$ cat src/rtl/mrv32_pkg.sv
// Shared write-back types and constants for the mrv32 core.
// Holds the round-robin index helper used by the write-back arbiter.
package mrv32_pkg;

    localparam int XLEN       = 32;
    localparam int REG_ADDR_W = 5;

    localparam logic [REG_ADDR_W-1:0] REG_X0 = 5'd0;

    typedef struct packed {
        logic [REG_ADDR_W-1:0] addr;
        logic [XLEN-1:0]       data;
    } wb_req_t;

    // (base + off) mod n for base < n and off < n, without a divider
    function automatic int rr_wrap(input int base, input int off, input int n);
        int sum;
        sum = base + off;
        return (sum >= n) ? (sum - n) : sum;
    endfunction

endpackage

$ cat src/rtl/mrv32_rr_arbiter.sv
// Combinational round-robin picker: first set request at or after ptr_i,
// wrapping modulo NUM_REQ. The pointer register lives in the instantiating block.
module mrv32_rr_arbiter #(
    parameter int NUM_REQ = 3,
    parameter int PTR_W   = (NUM_REQ > 1) ? $clog2(NUM_REQ) : 1
) (
    input  logic [NUM_REQ-1:0] req_i,
    input  logic [PTR_W-1:0]   ptr_i,
    input  logic               en_i,
    output logic [NUM_REQ-1:0] gnt_o,
    output logic [PTR_W-1:0]   gnt_idx_o,
    output logic               gnt_vld_o
);
    import mrv32_pkg::*;

    // Scan from the pointer; the first hit wins and masks all later candidates
    always_comb begin
        logic [PTR_W-1:0] cand;
        logic             hit;
        gnt_o     = '0;
        gnt_idx_o = '0;
        gnt_vld_o = 1'b0;
        cand      = '0;
        hit       = 1'b0;
        for (int k = 0; k < NUM_REQ; k++) begin
            cand          = PTR_W'(rr_wrap(int'(ptr_i), k, NUM_REQ));
            hit           = en_i && !gnt_vld_o && req_i[cand];
            gnt_o[cand]   = gnt_o[cand] | hit;
            gnt_idx_o     = hit ? cand : gnt_idx_o;
            gnt_vld_o     = gnt_vld_o | hit;
        end
    end

endmodule

$ cat src/rtl/mrv32_wb_arbiter.sv
// Round-robin arbiter sharing the integer register-file write port, with one output stage.
// Define MRV32_WB_FWD_EN to forward the staged entry onto the rs1/rs2 read data.
module mrv32_wb_arbiter #(
    parameter int NUM_REQ    = 3,
    parameter int XLEN       = 32,
    parameter int REG_ADDR_W = 5
) (
    input  logic                          clk,
    input  logic                          rst,
    input  logic [NUM_REQ-1:0]            req_valid,
    input  logic [NUM_REQ*REG_ADDR_W-1:0] req_rd_addr,
    input  logic [NUM_REQ*XLEN-1:0]       req_rd_data,
    output logic [NUM_REQ-1:0]            req_ready,
    input  logic                          rf_stall,
    output logic                          rf_wen,
    output logic [REG_ADDR_W-1:0]         rf_rd_addr,
    output logic [XLEN-1:0]               rf_rd_data,
    input  logic [REG_ADDR_W-1:0]         rs1_addr,
    input  logic [REG_ADDR_W-1:0]         rs2_addr,
    input  logic [XLEN-1:0]               rf_rs1_data,
    input  logic [XLEN-1:0]               rf_rs2_data,
    output logic [XLEN-1:0]               rs1_data,
    output logic [XLEN-1:0]               rs2_data,
    output logic                          wb_busy
);
    import mrv32_pkg::*;

    localparam int PTR_W = (NUM_REQ > 1) ? $clog2(NUM_REQ) : 1;

    logic                  stg_vld_q,  stg_vld_d;
    logic [REG_ADDR_W-1:0] stg_addr_q, stg_addr_d;
    logic [XLEN-1:0]       stg_data_q, stg_data_d;
    logic [PTR_W-1:0]      rr_ptr_q,   rr_ptr_d;

    logic                  accept_ok;
    logic                  arb_en;
    logic [NUM_REQ-1:0]    gnt;
    logic [PTR_W-1:0]      gnt_idx;
    logic                  gnt_vld;
    logic                  stg_nz;

    // A full stage only makes room when it is draining this cycle
    assign accept_ok = !stg_vld_q || !rf_stall;
    assign arb_en    = accept_ok && !rst;

    mrv32_rr_arbiter #(
        .NUM_REQ (NUM_REQ),
        .PTR_W   (PTR_W)
    ) u_rr_arbiter (
        .req_i     (req_valid),
        .ptr_i     (rr_ptr_q),
        .en_i      (arb_en),
        .gnt_o     (gnt),
        .gnt_idx_o (gnt_idx),
        .gnt_vld_o (gnt_vld)
    );

    assign req_ready = gnt;

    // Stage load on grant, otherwise drain when the RF port is free
    always_comb begin
        stg_vld_d  = stg_vld_q;
        stg_addr_d = stg_addr_q;
        stg_data_d = stg_data_q;
        rr_ptr_d   = rr_ptr_q;
        if (gnt_vld) begin
            stg_vld_d  = 1'b1;
            stg_addr_d = req_rd_addr[gnt_idx*REG_ADDR_W +: REG_ADDR_W];
            stg_data_d = req_rd_data[gnt_idx*XLEN +: XLEN];
            rr_ptr_d   = PTR_W'(rr_wrap(int'(gnt_idx), 1, NUM_REQ));
        end else if (stg_vld_q && !rf_stall) begin
            stg_vld_d  = 1'b0;
        end else begin
            stg_vld_d  = stg_vld_q;
        end
    end

    // Stage and round-robin pointer registers
    always_ff @(posedge clk) begin
        if (rst) begin
            stg_vld_q  <= 1'b0;
            stg_addr_q <= '0;
            stg_data_q <= '0;
            rr_ptr_q   <= '0;
        end else begin
            stg_vld_q  <= stg_vld_d;
            stg_addr_q <= stg_addr_d;
            stg_data_q <= stg_data_d;
            rr_ptr_q   <= rr_ptr_d;
        end
    end

    assign stg_nz     = (stg_addr_q != REG_ADDR_W'(REG_X0));
    assign rf_wen     = stg_vld_q && !rf_stall && stg_nz && !rst;
    assign rf_rd_addr = stg_vld_q ? stg_addr_q : '0;
    assign rf_rd_data = stg_vld_q ? stg_data_q : '0;
    assign wb_busy    = stg_vld_q;

`ifdef MRV32_WB_FWD_EN
    // Forwarding is independent of rf_stall: a held entry is still the newest value
    assign rs1_data = (stg_vld_q && stg_nz && (rs1_addr == stg_addr_q)) ? stg_data_q : rf_rs1_data;
    assign rs2_data = (stg_vld_q && stg_nz && (rs2_addr == stg_addr_q)) ? stg_data_q : rf_rs2_data;
`else
    logic fwd_unused;
    assign fwd_unused = ^{rs1_addr, rs2_addr};
    assign rs1_data   = rf_rs1_data;
    assign rs2_data   = rf_rs2_data;
`endif

endmodule

$ cat config.mk
export PLATFORM = sky130hd
export DESIGN_NAME = mrv32_wb_arbiter
export DESIGN_NICKNAME = d
export VERILOG_FILES = /design/src/rtl/mrv32_pkg.sv /design/src/rtl/mrv32_rr_arbiter.sv /design/src/rtl/mrv32_wb_arbiter.sv
export SDC_FILE = /design/constraint.sdc
export NUM_CORES = 1
export LEC_CHECK = 0
export CORE_UTILIZATION = 27
export DETAILED_ROUTE_END_ITERATION = 8
export DONT_BUFFER_PORTS = 1
export GPL_TIMING_DRIVEN = 0
export PLACE_DENSITY_LB_ADDON = 0.3
export SKIP_CTS_REPAIR_TIMING = 1
export SYNTH_ARGS = -nofsm -noshare
export SYNTH_HDL_FRONTEND = slang
export SYNTH_SLANG_ARGS = --single-unit
$ cat constraint.sdc
create_clock -name clk -period 7.4 [get_ports clk]
set_input_delay 1.11 -clock clk [delete_from_list [all_inputs] [get_ports clk]]
set_output_delay 1.11 -clock clk [all_outputs]
set_load 0.1 [all_outputs]
==> impl_results.md <==
* H-tree levels at 2
* Number of I/O pins at 297
* Routed via count at around 4.7k
* Crit Path Max Fanout at 10
* Clock power frac at around 16%
* Status: complete, no violations
* Fmax at 187 MHz
* Die footprint at between 0.015 and 0.02 mm2
* Leakage at 0.00168 uW
* Met2 Use GR at ~35%
* Synth cell types at 44
* Vias per cell at about 5.6
* Share of cells above drive strength 1 at between 10% and 20%
* Max Cap Viol at 0
* First-pass detailed-route iteration total at 4
* Syn Std Cell Area at about 0.0044 mm2
* Final hold slack at 0.485 ns
* Placed inst area at 0.00473 mm2
* Antenna Nets Post-Route at 0
* Setup_tns at 0 ns
* Initial antenna violation count at 0
* Number of diodes at 0
* Avg WL per Cell at between 20 and 25 um
* Sequential power share at between 20% and 30%
* Met3 usage at between 5 and 6%
* Worst Setup End Kind: output pin
* Final setup fails at 0
* Gr busiest metal: met2
* Final Critical Period at around 5.3 ns
* Post-synth ARST share at 0%
* Initial DRC Count at 273
* Setup Crit Path Kind: input pin to output pin
* Core Region at roughly 0.016 mm2
* Pwr Density at between 200 and 300 mW/mm2
* Pin count of the biggest net entering global routing at 13
* HP Class: flip-flop to flip-flop
* Syn avg cell area at about 7 um2
* Number of remaining DRC errors at 0
* Clock slew at reported path FFs at about 0.060 ns
* Sequential share of the synthesized area at a little under a fifth
* Post-route clock period utilization at approximately 70%
* Die H at approximately 130 um
* Rows at between 40 and 50
* Synth Register Bits at 40
* Post-synth EDFFs at 0
* CTS Sinks at 40
* WP data required at 6.29 ns
* M1 GR Usage at between 20% and 30%
* First-pass GRT wire length at 26300 um
* Core Util, Final at a little under a third
* Cell area after layout at between 0.004 and 0.005 mm2
* DP Wirelength at approximately 14000 um
* Clk_skew at around 0.0032 ns
* Int Power at ~600 uW
* Cells after Synth at 620
* Worst-margin pin slew at around 1.3 ns
* Relative slew slack at roughly 10%
* Skew-Pair Late Insertion Delay at roughly 0.30 ns
* Initial Util at ~28%
* Syn_nets at 815
* Sw Pwr at between 800 and 900 uW
* Comb pwr share at 61.8%
* CTS Buffer Depth at 2
* Die width at around 130 um
* DRT Wirelength at 17800 um
* Arr. time, crit path at roughly 4.2 ns
* Hold Vio Cnt, Final at 0
* Max Slew Vio Count at 0
* Switching part of the total power at a little under three fifths
* Worst Setup Start Kind: input pin
* Gr ovfl total at 0
* CTS tree: yes
* Syn. warnings at 0
* Max IR drop VDD at approximately 110 uV
* CTS buffer count at 5
* Synth Flop Type: dfxtp_1
* Area Growth Syn to Fin at 11.1%
* Nets at 824
* CTS root buf: clkbuf_16
* Overall Global Routing Usage at approximately 21%
* RSZ-0062 raised after global routing: no
* Routability cong. at a little under 0.9
* Port Buffers at 0
* Vias in the first global route at between 4k and 5k
==> cells in the mapped netlist (2+ instances only) <==
master	n	area share, %
or3b_1	23	4.6
nand3_1	40	4.6
mux2i_1	2	0.46
o22ai_1	38	5.4
o21ai_0	66	7.5
inv_1	4	0.34
buf_2	8	0.91
o21ai_1	11	1.3
a311oi_1	37	7.4
and2_1	38	5.4
buf_1	5	0.43
or3b_2	14	2.8
nor2b_1	2	0.28
dfxtp_1	40	18
nand2_1	15	1.3
buf_4	69	12
nor4b_1	2	0.40
buf_6	3	0.77
nor2_1	41	3.5
o2111ai_1	37	7.4
clkbuf_1	56	4.8
ha_1	4	1.1
a21oi_1	43	4.9
nand4_1	2	0.28
==> cell families after synthesis <==
kind of cell | Yosys count | synth area share, %
compound gates | 241 | 35.9
fa+ha+maj | 4 | 1.14
buf+inv | 146 | 19.2
flops | 40 | 18.2
mux | 3 | 0.769
simple gates | 186 | 24.8
==> cell usage in the layout, fill, tap and decap left out, types with 11 or more instances in the layout <==
cell,netlist,final
a21oi_1,43,42
a311oi_1,37,37
and2_1,38,38
buf_4,69,69
clkbuf_1,56,56
dfxtp_1,40,40
nand2_1,15,15
nand3_1,40,40
nor2_1,41,41
o2111ai_1,37,37
o21ai_0,66,66
o21ai_1,11,11
o22ai_1,38,38
or3b_1,23,23
or3b_2,14,14
==> metal layers <==
metal / part of all wire (%) / wire [um] / vias to the layer above
met5: 0 / 0 / -
met4: 1.3 / 237 / 0
met3: 8.5 / 1510 / 14
met2: 48 / 8520 / 241
met1: 42 / 7560 / 2185
li1: - / - / 2284
==> stage by stage <==
step	setup WS [ns]	total power (uW)	cells
floorplan	1.09	1010	620
global placement	0.570	1160	836
detailed placement	2.12	1170	838
CTS	2.11	1410	846
global route	1.94	1480	846
finish	2.06	1400	846
==> sequential cells by signal, indices dropped and copies added, names as in the netlist <==
register,flops
rr_ptr_q,2
stg_addr_q,5
stg_data_q,32
wb_busy,1
==> layout make-up <==
class,instances,area (um2)
buffer,142,826
clock inverter,2,10.0
inverter,4,15.0
timing repair buffer,2,42.5
fill,1787,11000
sequential,40,801
clock buffer,6,139
tap,216,270
multi-input combinational,434,2770
==> worst max-delay path, cell delays in order <==
cell      delay [ns]
clkbuf_1        0.21
a21oi_1         0.29
buf_2           0.27
buf_1           0.40
buf_1           0.42
nand2_1         0.15
o311a_1         0.35
a31oi_2         1.03
==> path summary, 6_finish.rpt <==
path	startpoint	to	slack, ns	cells past startpoint
max reg2reg	wb_busy	stg_data_q[15]	3.95	8
min	rr_ptr_q[1]	rr_ptr_q[1]	0.49	2
min reg2reg	rr_ptr_q[1]	rr_ptr_q[1]	0.49	2
max	rst	req_ready[0]	2.06	8
==> power by group through the flow <==
| stage | Clock [uW] | Combinational (uW) | Sequential (uW) |
|---|---|---|---|
| 6_report | 230 | 867 | 306 |
| 5_1_grt | 246 | 925 | 314 |
| 4_1_cts | 238 | 865 | 306 |
| 3_5_place_dp | 0 | 863 | 311 |
| 3_3_place_gp | 0 | 850 | 309 |
| 2_1_floorplan | 0 | 713 | 299 |
(Power assumes the default switching activity.)
